--- src/rtl/ac_alu_seq_if.sv ---
// ac_alu_seq_if: control-side bundle between the downsample sequencer and its neighbours.
interface ac_alu_seq_if;
  logic       start;
  logic       avg_mode;
  logic       opnd_req;
  logic       opnd_valid;
  logic       bus_sel_ac;
  logic [1:0] ac_control;
  logic [2:0] alu_control;
  logic [6:0] inst_const;
  logic       z_flag;
  logic       busy;
  logic       done;
  logic       result_zero;
  modport master (
    output start, avg_mode, opnd_valid, z_flag,
    input  opnd_req, bus_sel_ac, ac_control, alu_control, inst_const, busy, done, result_zero
  );
  modport slave (
    input  start, avg_mode, opnd_valid, z_flag,
    output opnd_req, bus_sel_ac, ac_control, alu_control, inst_const, busy, done, result_zero
  );
endinterface

--- src/rtl/ac_alu_seq.sv ---
// ac_alu_seq: sequences AC/ALU to load, accumulate 2^LOG2_N operands and optionally average them.
module ac_alu_seq #(
  parameter int LOG2_N = 2
) (
  input logic        clk,
  input logic        rst,
  ac_alu_seq_if.slave io
);
  typedef enum logic [2:0] {S_IDLE, S_LOAD, S_ACCUM, S_SHIFT, S_DONE} state_t;
  localparam logic [4:0] LAST = 5'((1 << LOG2_N) - 1);
  state_t     r_state, w_state;
  logic [4:0] r_cnt, w_cnt;
  logic       r_mode, w_mode;
  logic       w_in, w_acc;
  assign w_in  = (r_state == S_LOAD) || (r_state == S_ACCUM);
  assign w_acc = w_in & io.opnd_valid;
  always_ff @(posedge clk or posedge rst) begin
    if (rst) begin
      r_state <= S_IDLE;
      r_cnt   <= '0;
      r_mode  <= 1'b0;
    end else begin
      r_state <= w_state;
      r_cnt   <= w_cnt;
      r_mode  <= w_mode;
    end
  end
  always_comb begin
    w_state = r_state;
    w_cnt   = r_cnt;
    w_mode  = r_mode;
    case (r_state)
      S_IDLE: if (io.start) begin
        w_mode  = io.avg_mode;
        w_cnt   = '0;
        w_state = S_LOAD;
      end
      S_LOAD: if (w_acc) begin
        w_cnt   = 5'd1;
        w_state = (LOG2_N == 0) ? (r_mode ? S_SHIFT : S_DONE) : S_ACCUM;
      end
      S_ACCUM: if (w_acc) begin
        w_cnt = r_cnt + 5'd1;
        if (r_cnt == LAST) w_state = r_mode ? S_SHIFT : S_DONE;
      end
      S_SHIFT: w_state = S_DONE;
      default: w_state = S_IDLE;
    endcase
  end
  // ADD sums AC + bus + const, so the constant stays zero outside SHIFT
  assign io.opnd_req    = w_in;
  assign io.ac_control  = (r_state == S_LOAD)  ? {io.opnd_valid, 1'b0} :
                          (r_state == S_ACCUM) ? {io.opnd_valid, 1'b1} :
                          (r_state == S_SHIFT) ? 2'b11 : 2'b00;
  assign io.bus_sel_ac  = r_state == S_SHIFT;
  assign io.alu_control = (r_state == S_SHIFT) ? 3'b100 : 3'b000;
  assign io.inst_const  = (r_state == S_SHIFT) ? 7'(LOG2_N) : 7'd0;
  assign io.busy        = r_state != S_IDLE;
  assign io.done        = r_state == S_DONE;
  assign io.result_zero = io.done & io.z_flag;
endmodule

--- src/flat_wrapper.sv ---
// flat-port wrapper written by rule: the top's interface ports become plain ports
module ac_alu_seq_flat 
#(
  parameter int LOG2_N = 2
)
  (clk, rst, io_start, io_avg_mode, io_opnd_valid, io_z_flag, io_opnd_req, io_bus_sel_ac, io_ac_control, io_alu_control, io_inst_const, io_busy, io_done, io_result_zero);
  ac_alu_seq_if io_i ();
  input logic clk;
  input logic rst;
  input wire logic [$bits(io_i.start)-1:0] io_start;
  input wire logic [$bits(io_i.avg_mode)-1:0] io_avg_mode;
  input wire logic [$bits(io_i.opnd_valid)-1:0] io_opnd_valid;
  input wire logic [$bits(io_i.z_flag)-1:0] io_z_flag;
  output wire logic [$bits(io_i.opnd_req)-1:0] io_opnd_req;
  output wire logic [$bits(io_i.bus_sel_ac)-1:0] io_bus_sel_ac;
  output wire logic [$bits(io_i.ac_control)-1:0] io_ac_control;
  output wire logic [$bits(io_i.alu_control)-1:0] io_alu_control;
  output wire logic [$bits(io_i.inst_const)-1:0] io_inst_const;
  output wire logic [$bits(io_i.busy)-1:0] io_busy;
  output wire logic [$bits(io_i.done)-1:0] io_done;
  output wire logic [$bits(io_i.result_zero)-1:0] io_result_zero;
  assign io_i.start = io_start;
  assign io_i.avg_mode = io_avg_mode;
  assign io_i.opnd_valid = io_opnd_valid;
  assign io_i.z_flag = io_z_flag;
  assign io_opnd_req = io_i.opnd_req;
  assign io_bus_sel_ac = io_i.bus_sel_ac;
  assign io_ac_control = io_i.ac_control;
  assign io_alu_control = io_i.alu_control;
  assign io_inst_const = io_i.inst_const;
  assign io_busy = io_i.busy;
  assign io_done = io_i.done;
  assign io_result_zero = io_i.result_zero;
  ac_alu_seq #(.LOG2_N(LOG2_N)) u_core (.clk(clk), .rst(rst), .io(io_i));
endmodule
--- config.mk ---
export PLATFORM = sky130hd
export DESIGN_NAME = ac_alu_seq_flat
export DESIGN_NICKNAME = d
export VERILOG_FILES = /design/src/rtl/ac_alu_seq_if.sv /design/src/rtl/ac_alu_seq.sv /design/src/flat_wrapper.sv
export SDC_FILE = /design/constraint.sdc
export NUM_CORES = 1
export LEC_CHECK = 0
export CAP_MARGIN = 25
export CELL_PAD_IN_SITES_DETAIL_PLACEMENT = 1
export CELL_PAD_IN_SITES_GLOBAL_PLACEMENT = 1
export CORE_AREA = 2 2 47 49
export CTS_CLUSTER_SIZE = 28
export DETAILED_ROUTE_END_ITERATION = 10
export DIE_AREA = 0 0 49 51
export PLACE_DENSITY = 0.9
export SETUP_SLACK_MARGIN = 0.2
export SLEW_MARGIN = 20
export SYNTH_ARGS = -nofsm -noshare
export SYNTH_HDL_FRONTEND = slang
export SYNTH_SLANG_ARGS = --single-unit
--- constraint.sdc ---
create_clock -name clk -period 4.2 [get_ports clk]
set_clock_uncertainty 0.2 [all_clocks]
set_input_delay 0.84 -clock clk [delete_from_list [all_inputs] [get_ports clk]]
set_output_delay 0.84 -clock clk [all_outputs]
set_load 0.01 [all_outputs]
==> impl_metrics.tcl <==
set metrics [dict create \
    die_height_um 51 \
    dieArea_mm2 0.00250 \
    netlist_area_um2 634 \
    fin_setup_tns_ns 0 \
    power.density_mw_per_mm2 572 \
    finalCritPeriodShare 0.797 \
    ys_ff_latch 9 \
    final.min_clock_period_ns 3.35 \
    start_util 0.307 \
    drive_gt1_frac 0.0805 \
    crit_path_start_kind "input pin" \
    ys_top_cells_by_area "dfrtp_1 36%, buf_4 12%, a21oi_1 3.9%" \
    post_cts_buffers 0 \
    yosysWarnings 0 \
    status "finished, final reports clean" \
    ant_nets 0 \
    fmax_mhz 299 \
    tritoncts "done" \
    grt_max_degree 14 \
    synth_top_area_frac 0.355 \
    syn_area_per_cell_um2 8.46 \
    port-buffer-count 14 \
    dp_hpwl_um 1080 \
    required_ns 3.16 \
    slew_viol_final 0 \
    place_congestion 0.726 \
    grt_pass1_vias 533 \
    antenna_found_initial 0 \
    path_class "input pin to output pin" \
    cts_max_level 1 \
    synth_async_sr_flop_share 1.00 \
    syn-instance-count 75 \
    grt_pass1_wl_um 2370 \
    wl_per_cell_um 11.8 \
    hp-class "flip-flop to flip-flop" \
    fp.coreArea_mm2 0.00206 \
    areaGrowthSynthToFinish_pct 22.3 \
    cts_num_sinks 9 \
    fin_area_um2 776 \
    routed_wl_um 1360 \
    n_antenna_cell 0 \
    die_width_um 49 \
    clk_root_buffer_cell "clkbuf_4" \
    ios 23 \
    synth_flop_cell "dfrtp_1" \
    vias 528 \
    critPathMaxFanout 8 \
    reg2reg_to "u_core.r_cnt[0]" \
    reg2regPathDepth 4 \
    first_pass_iters 2 \
    path_clk_slew_ns 0.06 \
    yosysMostFrequentCell "buf_4" \
    worst_skew_pair.late_latency_ns 0.27 \
    leakagePower_uw 0.000324 \
    yosysUniqueCellTypes 30 \
    peakVddDrop_uv 200 \
    hold_path_depth 1 \
    synth_area_leader_cell "dfrtp_1" \
    synth-seq-area-share 0.355 \
    drv_cap 0 \
    grt_usage 0.130 \
    worstSetupEndpointType "output pin" \
    rows 17 \
    reg2reg_slack_ns 2.28 \
    setup_violations 0 \
    drc 0 \
    drtIter0Drc 1 \
    cts-resized-gates 0 \
    synth-edff-count 0 \
    clockBufferDepth 2 \
    hold_violations 0 \
    arrival_ns 2.31 \
    min_from "u_core.r_cnt[4]" \
    cts.hold.buffers_added 0 \
    fillers 262 \
    nets 95 \
    holdPathEnd "u_core.r_cnt[4]" \
    gr-total-overflow 0 \
    place_area_um2 749 \
    numCtsBuffers 3 \
    synth_common_cells "10 x buf_4, 9 x dfrtp_1, 6 x nand2_1" \
    rsz0062_at_grt "no" \
    viasPerCell 4.59 \
    reg2reg_from "u_core.r_state[0]" \
]
==> worst max-delay path by stage <==
stage          slack (ns)           endpoint  cells after the start         startpoint
6_report             0.85   io_ac_control[1]                      4      io_opnd_valid
5_1_grt              0.77   io_ac_control[1]                      4      io_opnd_valid
4_1_cts              0.85   io_ac_control[1]                      4      io_opnd_valid
3_5_place_dp         0.86   io_ac_control[1]                      4      io_opnd_valid
3_3_place_gp         0.92   io_ac_control[1]                      4      io_opnd_valid
2_1_floorplan        1.88  io_alu_control[2]                      4  u_core.r_state[1]
==> per-stage QoR <==
stage	total power (uW)	setup WS (ns)	hold slack (ns)	util	std cells
2_1_floorplan	298	1.88	0.244	-	82
3_3_place_gp	370	0.923	0.269	0.363	111
3_5_place_dp	380	0.857	0.269	0.363	111
4_1_cts	450	0.847	0.277	0.376	115
5_1_grt	484	0.773	0.314	0.376	115
6_report	443	0.852	0.276	0.376	115
==> area by class of cell <==
cell class,count,area (um2),share of cell area
multi-input combinational,56,334,0.431
timing repair buffer,14,140,0.181
tap,28,35.0,0.0452
sequential,9,225,0.290
inverter,4,15.0,0.0194
clock buffer,4,26.3,0.0339
==> routing by layer <==
metal,part of all wire,wire length (um),up-vias,track usage
met5,0,0,-,0
met4,0.024,32,0,0.0857
met3,0.060,81,3,0.0409
met2,0.52,710,20,0.244
met1,0.39,531,245,0.120
li1,-,-,260,-
==> registers in the layout, indices dropped and copies added, names as in the netlist <==
signal / cells
u_core.r_cnt: 5
u_core.r_mode: 1
u_core.r_state: 3
==> worst max-delay path: stages <==
cell and delay (ns):
clkdlybuf4s50_1 0.63, o21ai_0 0.12, a21oi_1 0.17, clkdlybuf4s50_1 0.55
==> power by group <==
| group | switching [uW] | internal (uW) |
|---|---|---|
| clock network | 32.3 | 36.7 |
| registers | 44.1 | 112 |
| logic | 98.3 | 120 |
| total | 175 | 269 |
==> layout by cell type, fill, tap and decap left out, types with 3 or more instances in the layout <==
master            n
nor3_1            3
inv_1             4
conb_1            8
dfrtp_1           9
nor2_1            3
clkdlybuf4s50_1  14
nand2_1           6
nand2b_1          4
a21oi_1           5
clkbuf_4          3
==> kinds of logic (layout without fill, tap and decap cells) <==
family	Yosys count	after routing	share of synthesized area
AOI/OAI and AO/OA	16	16	0.170
muxes	3	3	0.0513
buffers and inverters	17	22	0.160
and+or+nand+nor	28	28	0.239
adders and majority gates	1	1	0.0197
other	1	8	0.00591
DFF	9	9	0.355
Power figures use the tool's default switching activity.
